--- src/rtl/vga_timing_ctrl_pkg.sv ---
// ----------------------------------------------------------------------------
// vga_timing_ctrl_pkg
// Shared VGA constants for the display path: visible resolution, default
// 640x480@60Hz phase lengths, colour constants and the counter type used by
// the timing generator.
// ----------------------------------------------------------------------------
package vga_timing_ctrl_pkg;

  localparam int unsigned VGA_WIDTH  = 640;
  localparam int unsigned VGA_HEIGHT = 480;

  localparam logic [15:0] BLACK = 16'h0000;
  localparam logic [15:0] WHITE = 16'hFFFF;

  localparam int unsigned DEF_H_SYNC  = 96;
  localparam int unsigned DEF_H_BACK  = 48;
  localparam int unsigned DEF_H_FRONT = 16;
  localparam int unsigned DEF_V_SYNC  = 2;
  localparam int unsigned DEF_V_BACK  = 33;
  localparam int unsigned DEF_V_FRONT = 10;

  // Deepest renderer pipeline the request window is sized for.
  localparam int unsigned PIX_LAT_MAX = 8;

  localparam int unsigned CNT_W = 10;
  typedef logic [CNT_W-1:0] cnt_t;

endpackage

--- src/rtl/vga_timing_ctrl.sv ---
// ----------------------------------------------------------------------------
// vga_timing_ctrl
// VGA timing generator and pixel output stage. Free-running horizontal and
// vertical counters drive a pixel request (coordinates) to the active page
// renderer, which answers PIX_LAT cycles later on pix_data. The returned
// RGB565 value is registered, forced black outside the visible area, and
// presented together with registered hsync/vsync.
//
// Ports
//   vga_clk      in   pixel clock (single domain)
//   sys_rst_n    in   asynchronous active-low reset
//   pix_data     in   RGB565 from renderer, valid PIX_LAT cycles after pix_req
//   pix_req      out  renderer must produce pixel (pix_x, pix_y)
//   pix_x        out  requested column, 10'h3FF when pix_req=0
//   pix_y        out  requested row, 10'h3FF when pix_req=0
//   hsync        out  horizontal sync, active-low, registered
//   vsync        out  vertical sync, active-low, registered
//   rgb          out  RGB565 to the DAC, registered, black when blanked
//   frame_start  out  one-cycle registered pulse for counter position (0,0)
// ----------------------------------------------------------------------------
module vga_timing_ctrl
  import vga_timing_ctrl_pkg::*;
#(
  parameter int unsigned H_SYNC  = DEF_H_SYNC,
  parameter int unsigned H_BACK  = DEF_H_BACK,
  parameter int unsigned H_VALID = VGA_WIDTH,
  parameter int unsigned H_FRONT = DEF_H_FRONT,
  parameter int unsigned V_SYNC  = DEF_V_SYNC,
  parameter int unsigned V_BACK  = DEF_V_BACK,
  parameter int unsigned V_VALID = VGA_HEIGHT,
  parameter int unsigned V_FRONT = DEF_V_FRONT,
  parameter int unsigned PIX_LAT = 1
) (
  input  logic        vga_clk,
  input  logic        sys_rst_n,
  input  logic [15:0] pix_data,
  output logic        pix_req,
  output logic [9:0]  pix_x,
  output logic [9:0]  pix_y,
  output logic        hsync,
  output logic        vsync,
  output logic [15:0] rgb,
  output logic        frame_start
);

  localparam cnt_t H_LAST   = cnt_t'(H_SYNC + H_BACK + H_VALID + H_FRONT - 1);
  localparam cnt_t V_LAST   = cnt_t'(V_SYNC + V_BACK + V_VALID + V_FRONT - 1);
  localparam cnt_t HS       = cnt_t'(H_SYNC + H_BACK);
  localparam cnt_t HE       = cnt_t'(H_SYNC + H_BACK + H_VALID);
  localparam cnt_t VS       = cnt_t'(V_SYNC + V_BACK);
  localparam cnt_t VE       = cnt_t'(V_SYNC + V_BACK + V_VALID);
  localparam cnt_t REQ_LO   = cnt_t'(H_SYNC + H_BACK - PIX_LAT);
  localparam cnt_t REQ_HI   = cnt_t'(H_SYNC + H_BACK + H_VALID - PIX_LAT);
  localparam cnt_t HSYNC_HI = cnt_t'(H_SYNC);
  localparam cnt_t VSYNC_HI = cnt_t'(V_SYNC);

  // The request window is shifted left by PIX_LAT; keeping it inside the
  // back porch means a request never straddles a line boundary.
  if (PIX_LAT > H_BACK || PIX_LAT > PIX_LAT_MAX) begin : g_lat_check
    $error("vga_timing_ctrl: PIX_LAT out of range");
  end

  cnt_t cnt_h;
  cnt_t cnt_v;
  logic h_act;
  logic v_act;
  logic h_req;

  always_ff @(posedge vga_clk or negedge sys_rst_n) begin
    if (!sys_rst_n) begin
      cnt_h <= '0;
      cnt_v <= '0;
    end else if (cnt_h == H_LAST) begin
      cnt_h <= '0;
      cnt_v <= (cnt_v == V_LAST) ? '0 : cnt_v + cnt_t'(1);
    end else begin
      cnt_h <= cnt_h + cnt_t'(1);
    end
  end

  always_comb begin
    h_act   = (cnt_h >= HS) && (cnt_h < HE);
    v_act   = (cnt_v >= VS) && (cnt_v < VE);
    h_req   = (cnt_h >= REQ_LO) && (cnt_h < REQ_HI);
    pix_req = h_req && v_act;
    pix_x   = pix_req ? (cnt_h - REQ_LO) : '1;
    pix_y   = pix_req ? (cnt_v - VS) : '1;
  end

  // pix_data sampled here answers the request issued PIX_LAT cycles ago, so
  // rgb lines up with the syncs decoded from the same counter value.
  always_ff @(posedge vga_clk or negedge sys_rst_n) begin
    if (!sys_rst_n) begin
      hsync       <= 1'b1;
      vsync       <= 1'b1;
      rgb         <= BLACK;
      frame_start <= 1'b0;
    end else begin
      hsync       <= !(cnt_h < HSYNC_HI);
      vsync       <= !(cnt_v < VSYNC_HI);
      rgb         <= (h_act && v_act) ? pix_data : BLACK;
      frame_start <= (cnt_h == '0) && (cnt_v == '0);
    end
  end

endmodule

--- config.mk ---
export PLATFORM = sky130hd
export DESIGN_NAME = vga_timing_ctrl
export DESIGN_NICKNAME = d
export VERILOG_FILES = /design/src/rtl/vga_timing_ctrl_pkg.sv /design/src/rtl/vga_timing_ctrl.sv
export SDC_FILE = /design/constraint.sdc
export NUM_CORES = 1
export LEC_CHECK = 0
export BUFFER_PORTS_ARGS = -buffer_cell sky130_fd_sc_hd__buf_2
export CORE_MARGIN = 4
export CORE_UTILIZATION = 40
export DETAILED_ROUTE_END_ITERATION = 10
export PLACE_DENSITY = 0.62
export REMOVE_ABC_BUFFERS = 1
export SLEW_MARGIN = 25
export SYNTH_ARGS = -nofsm -noshare
export SYNTH_HDL_FRONTEND = slang
export SYNTH_SLANG_ARGS = --single-unit
--- constraint.sdc ---
create_clock -name vga_clk -period 2.4 [get_ports vga_clk]
set_clock_uncertainty 0.15 [all_clocks]
set_input_delay 0.24 -clock vga_clk [delete_from_list [all_inputs] [get_ports vga_clk]]
set_output_delay 0.24 -clock vga_clk [all_outputs]
set_load 0.05 [all_outputs]
* After elaboration in Yosys (flattened, before gate mapping)
Index checks and enable logic that the tools add are counted.
** Storage, ports and cells
- Logic and storage cells :: 35
- Output and inout bits :: 40
- Input port bits :: 18
- Register bits after elaboration :: 39
** Cells by class
- Reductions and logical operators :: 10
- Add/sub/neg operators :: 4
- $lt $le $gt $ge :: 8
- Multiplexer cells :: 5
- Eq/ne operators :: 2
** Operators with widths (number)
- $mux 10 :: 4
- $lt 10x10->1 const B :: 3
- $add 10x1->10 const B :: 2
- $eq 10x10->1 const B :: 2
- $ge 10x8->1 const B :: 2
- $logic_not 10->1 :: 2
- $mux 16 :: 1
- $ge 10x6->1 const B :: 1
- $lt 10x2->1 const B :: 1
- $lt 10x7->1 const B :: 1
- $sub 10x6->10 const B :: 1
- $sub 10x8->10 const B :: 1
- $logic_and 1x1->1 :: 6
- $logic_not 1->1 :: 2

* Logic depth before layout (Yosys ltp)
- Word-level depth :: 4
- Gate-level depth with buffers :: 7
- Mapped depth without buffers :: 6

* Worst setup path before layout
OpenSTA, ideal clock, no wires.
- Kind :: register -> output
- Start :: reg cnt_h[0]
- End :: out pix_x[8]
- Stages on the path, launching flop included :: 7
- Path buffers :: 1
- Arrival :: 2.199 ns
- Slack :: -0.189 ns
- Required time :: 2.010 ns
- Cell sequence :: dfrtp_1 ha_1 and3_1 buf_2 or2_2 a21oi_1 o21ai_0
** On the way
- Longest elaborated chain between the ends :: 4
- Elaborated cells between the ends (all ways) :: 6
- Those cells by class :: 1 x add/sub; 2 x order compare; 1 x mux; 2 x reduce/logical
** Ends and longest elaborated chain
- start: declaration :: line vga_timing_ctrl.sv:63 : cnt_t cnt_h;
- start signal: assignment :: line vga_timing_ctrl.sv:77 : cnt_h <= cnt_h + cnt_t'(1);
- $ge 10x8->1 / $lt 10x10->1 (equally long branches) :: line vga_timing_ctrl.sv:84 : h_req = (cnt_h >= REQ_LO) && (cnt_h < REQ_HI);
- $logic_and 1x1->1 :: line vga_timing_ctrl.sv:84
- $logic_and 1x1->1 :: line vga_timing_ctrl.sv:85 : pix_req = h_req && v_act;
- $mux 10 * :: line vga_timing_ctrl.sv:86 : pix_x = pix_req ? (cnt_h - REQ_LO) : '1;
- end: declaration :: line vga_timing_ctrl.sv:38 : output logic [9:0] pix_x,
Every way passes the cells marked *; elsewhere a longest branch is shown, timed or not.

* Final worst setup path
- Start :: reg cnt_v[0]
- End :: out pix_y[4]
** On the way
- Longest elaborated chain between the ends :: 4
- Elaborated cells between the ends (all ways) :: 6
- Those cells by class :: 1 x add/sub; 2 x order compare; 1 x mux; 2 x reduce/logical
** Ends and longest elaborated chain
- start: declaration :: line vga_timing_ctrl.sv:64 : cnt_t cnt_v;
- start signal: assignment :: line vga_timing_ctrl.sv:75 : cnt_v <= (cnt_v == V_LAST) ? '0 : cnt_v + cnt_t'(1);
- $ge 10x6->1 / $lt 10x10->1 (equally long branches) :: line vga_timing_ctrl.sv:83 : v_act = (cnt_v >= VS) && (cnt_v < VE);
- $logic_and 1x1->1 :: line vga_timing_ctrl.sv:83
- $logic_and 1x1->1 :: line vga_timing_ctrl.sv:85
- $mux 10 * :: line vga_timing_ctrl.sv:87 : pix_y = pix_req ? (cnt_v - VS) : '1;
- end: declaration :: line vga_timing_ctrl.sv:39 : output logic [9:0] pix_y,
Marks and branches as above.

==> reports/metrics.csv <==
stage,metric,value,unit
timing,# setup viols final,20,
worst_setup_path,kind of critical path,flip-flop to output port,
cells_and_area,final-stage net count,323,
floorplanning,Initial Util,41.48,%
run,max-cap violation count,0,
clock_network,number of clock sinks,39,
power_and_ir_drop,pwr dens,403.4,mW/mm^2
logic_synthesis,Synth area leader,dfrtp_1,
cells_and_area,Post-Layout Cell Count,372,
place,DP Cell Count,350,
logic_synthesis,Syn. warnings,0,
worst_setup_path,crit-path max FO,6,
routing,Avg Vias per Cell,5.161,
logic_synthesis,post-synthesis cell count,220,
logic_synthesis,Async SR Flop Fraction,100.0,%
worst_setup_path,CP required,2.01,ns
timing,Least-Margin Pin Slew,0.8531,ns
floorplanning,CORE AREA,0.005140,sq mm
timing,"Hold Violations, Final",0,
timing,Slew Limit Fails,0,
routing,drt first-iter violations,141,
outcome,status,"finished, violations left",
outcome,failing checks,setup timing,
global_routing,antenna violations before repair,0,
hold_path,worst min-delay path class,input pin to flip-flop,
timing,fmax,0.3989,GHz
clock_network,CTS tree,yes,
cells_and_area,layout cell share with drive strength beyond 1,39.40,%
logic_synthesis,Commonest cells post-synth,"37 x dfrtp_1, 21 x nand3_1, 19 x and2_1",
cells_and_area,Final Util,60.81,%
timing,Worst slew margin,43.12,%
logic_synthesis,Post-Synthesis Cell Area,0.002132,sq mm
global_routing,largest net degree at the start of global routing,40,
logic_synthesis,"count leader, synth",dfrtp_1,
global_routing,Tot GR Track Use,17.85,%
worst_setup_path,WP data arrival,2.12,ns
worst_setup_path,Setup crit start kind,flip-flop,
clock_network,TritonCTS buffer count,5,
routing,total wire length,5.514,mm
global_routing,grt ovf,0,
routing,"antenna viol nets, final",0,
timing,min Tclk post-route,2.507,ns
routing,average wire per standard cell,14.82,um
clock_network,clock transition at the registers of the reported paths,0.08,ns
timing,final worst-path cycle share,104.4,%
place,Final HPWL DP,3.623,mm
worst_setup_path,Critical Path End Type,output port,
worst_setup_path,worst-path cell chain,ha_4 > nor4_4 > nand4b_1 > a21oi_2 > buf_6 > nand4b_1 > buf_6,
worst_setup_path,reg2reg setup slack,0.19,ns
floorplanning,Rows,26,
logic_synthesis,Cell variety after synth,43,
global_routing,wire length of the first global-routing pass,8.825,mm
clock_network,CTS Root Cell,clkbuf_8,
global_routing,vias in the first global route,1774,
clock_network,H-tree lvl count,2,
routing,DR pass1 iterations,4,
worst_setup_path,critical path's largest stage delay,0.42,ns
logic_synthesis,Most used DFF post-synth,dfrtp_1,
clock_network,clk buf depth,2,
cells_and_area,ANT cells,0,
floorplanning,# IOs,58,
place,Routability Congestion,0.8253,
floorplanning,die height,81.01,um
floorplanning,full die area,0.006562,sq mm
place,Buffers on Ports,57,
timing,setup ws final,-0.1066,ns
clock_network,"Clk Latency, worst-skew pair",0.29,ns
cells_and_area,P&R area growth vs syn,46.60,%
worst_setup_path,CP max-delay cell,dfrtp_1,
logic_synthesis,Avg Inst Size Synth,9.691,sq um
power_and_ir_drop,Lkg Pwr,1.516,nW
place,dpl ws,0.09815,ns
power_and_ir_drop,Worst VDD drop,0.0003717,V
logic_synthesis,synth top area cells,"dfrtp_1 43%, and2_1 5.6%, xnor2_1 5.3%, nand3_1 4.9%, nand4_1 3.5%",
logic_synthesis,share of the synthesized area in the top cell type,43.43,%
routing,routed via count,1920,
logic_synthesis,sequential-to-total area share from yosys stat,45.89,%
logic_synthesis,Seq cells post-synth,39,
timing,RSZ-0062 raised after global routing,yes,
routing,Remaining DRCs,0,
logic_synthesis,"EDFF count, synth",0,
floorplanning,die width,81.01,um
timing,setup TNS,-1.148,ns
## area by class of cell
cell class | count | area [sq um]
clock buffer | 6 | 82.58
clock inverter | 2 | 35.03
fill | 461 | 2014
inverter | 7 | 26.28
multi-input combinational | 153 | 1151
sequential | 39 | 979.7
tap | 70 | 87.58
timing repair buffer | 95 | 763.2
## path summary, 6_finish.rpt
| check | start | end | cells past startpoint |
|---|---|---|---|
| worst max-delay path | cnt_v[0]$_DFFE_PN0N_ | pix_y[4] | 7 |
| worst min-delay path | pix_data[11] | rgb[11]$_DFF_PN0_ | 2 |
| worst max register to register | cnt_v[0]$_DFFE_PN0N_ | cnt_v[9]$_DFFE_PN0N_ | 7 |
| worst min register to register | cnt_v[8]$_DFFE_PN0N_ | vsync$_DFF_PN1_ | 2 |
| max in group asynchronous | sys_rst_n | cnt_h[0]$_DFF_PN0_ | 2 |
| min in group asynchronous | sys_rst_n | cnt_v[7]$_DFFE_PN0N_ | 2 |
## state kept, by name (all words and copies together), names as in the netlist
register and flops:
vsync 1, rgb 16, frame_start 1, cnt_v 10, cnt_h 10, hsync 1
## metal layers
metal  global-route usage, %  up-vias  part of all wire (%)  routed length [um]
met5                       0        -                     0                   0
met4                   5.574        0                   1.0                  57
met3                   5.543        7                   7.8                 430
met2                   27.75       71                    47                2575
met1                   23.77      906                    44                2450
li1                        -      936                     -                   -
## repair_timing
action | CTS | global route
resized for setup | 46 | 31
hold endpoints to repair | 45 | 0
endpoints found under the setup margin | 21 | 39
pin swaps | 4 | 6
cloned | 1 | 0
hold buffers | 9 | 0
buffers inserted | 2 | 3
## power by group
group / switching (mW) / internal, mW / leakage [nW]
Clock: 0.232 / 0.336 / 0.0612
Sequential: 0 / 0.657 / 0.523
Combinational: 0.0163 / 0.0191 / 0.932
Total: 0.249 / 1.01 / 1.52
## metrics by stage
step / area (sq um) / total power [mW] / hold slack, ns
finish: 3126 / 1.261 / 0.003124
global route: 3126 / 1.307 / 0.005168
CTS: 2959 / 1.269 / 0.0007676
detailed placement: 2584 / 0.6954 / 0.2692
global placement: 2584 / 0.6949 / 0.2588
floorplan: 2031 / 0.6700 / -0.2056
## cells in the final DEF, fill, tap and decap left out, types with 2 or more instances in the layout
cell | netlist | final
buf_6 | 2 | 22
clkbuf_8 | 0 | 6
buf_4 | 0 | 24
dfstp_2 | 2 | 2
nand3_2 | 0 | 4
nand3_1 | 21 | 15
nor2_1 | 10 | 10
a21oi_1 | 7 | 6
o31ai_1 | 2 | 2
nand2_1 | 5 | 5
o21ai_0 | 12 | 10
xor2_1 | 5 | 4
and3_1 | 6 | 5
o21a_1 | 2 | 2
nand3b_1 | 2 | 2
a2111o_1 | 2 | 2
buf_2 | 6 | 36
ha_1 | 4 | 3
and4_1 | 3 | 3
dfrtp_1 | 37 | 36
inv_1 | 7 | 7
or3_1 | 3 | 2
a22oi_2 | 0 | 2
and2_1 | 19 | 18
nor3_1 | 3 | 3
buf_8 | 0 | 3
nand4b_1 | 3 | 3
nand4_1 | 12 | 12
dlygate4sd3_1 | 0 | 9
nand3_4 | 0 | 2
xnor2_1 | 13 | 13
## worst max-delay path, delay by kind of cell (launching register included)
kind                       cells  cell delay, ns
AOI/OAI and AO/OA              1            0.30
buffers and inverters          2            0.36
adders and majority gates      1            0.18
DFF                            1            0.42
and+or+nand+nor                3            0.56
## cell families (layout without fill, tap and decap cells)
| group | after synthesis | after routing | synth area share [%] |
|---|---|---|---|
| simple gates | 94 | 94 | 26.00 |
| flops | 39 | 39 | 45.89 |
| compound gates | 35 | 35 | 11.39 |
| buf+inv | 28 | 110 | 5.986 |
| xor+xnor | 18 | 18 | 7.394 |
| fa+ha+maj | 4 | 4 | 2.348 |
| mux | 2 | 2 | 0.9976 |
Power figures use the tool's default switching activity.
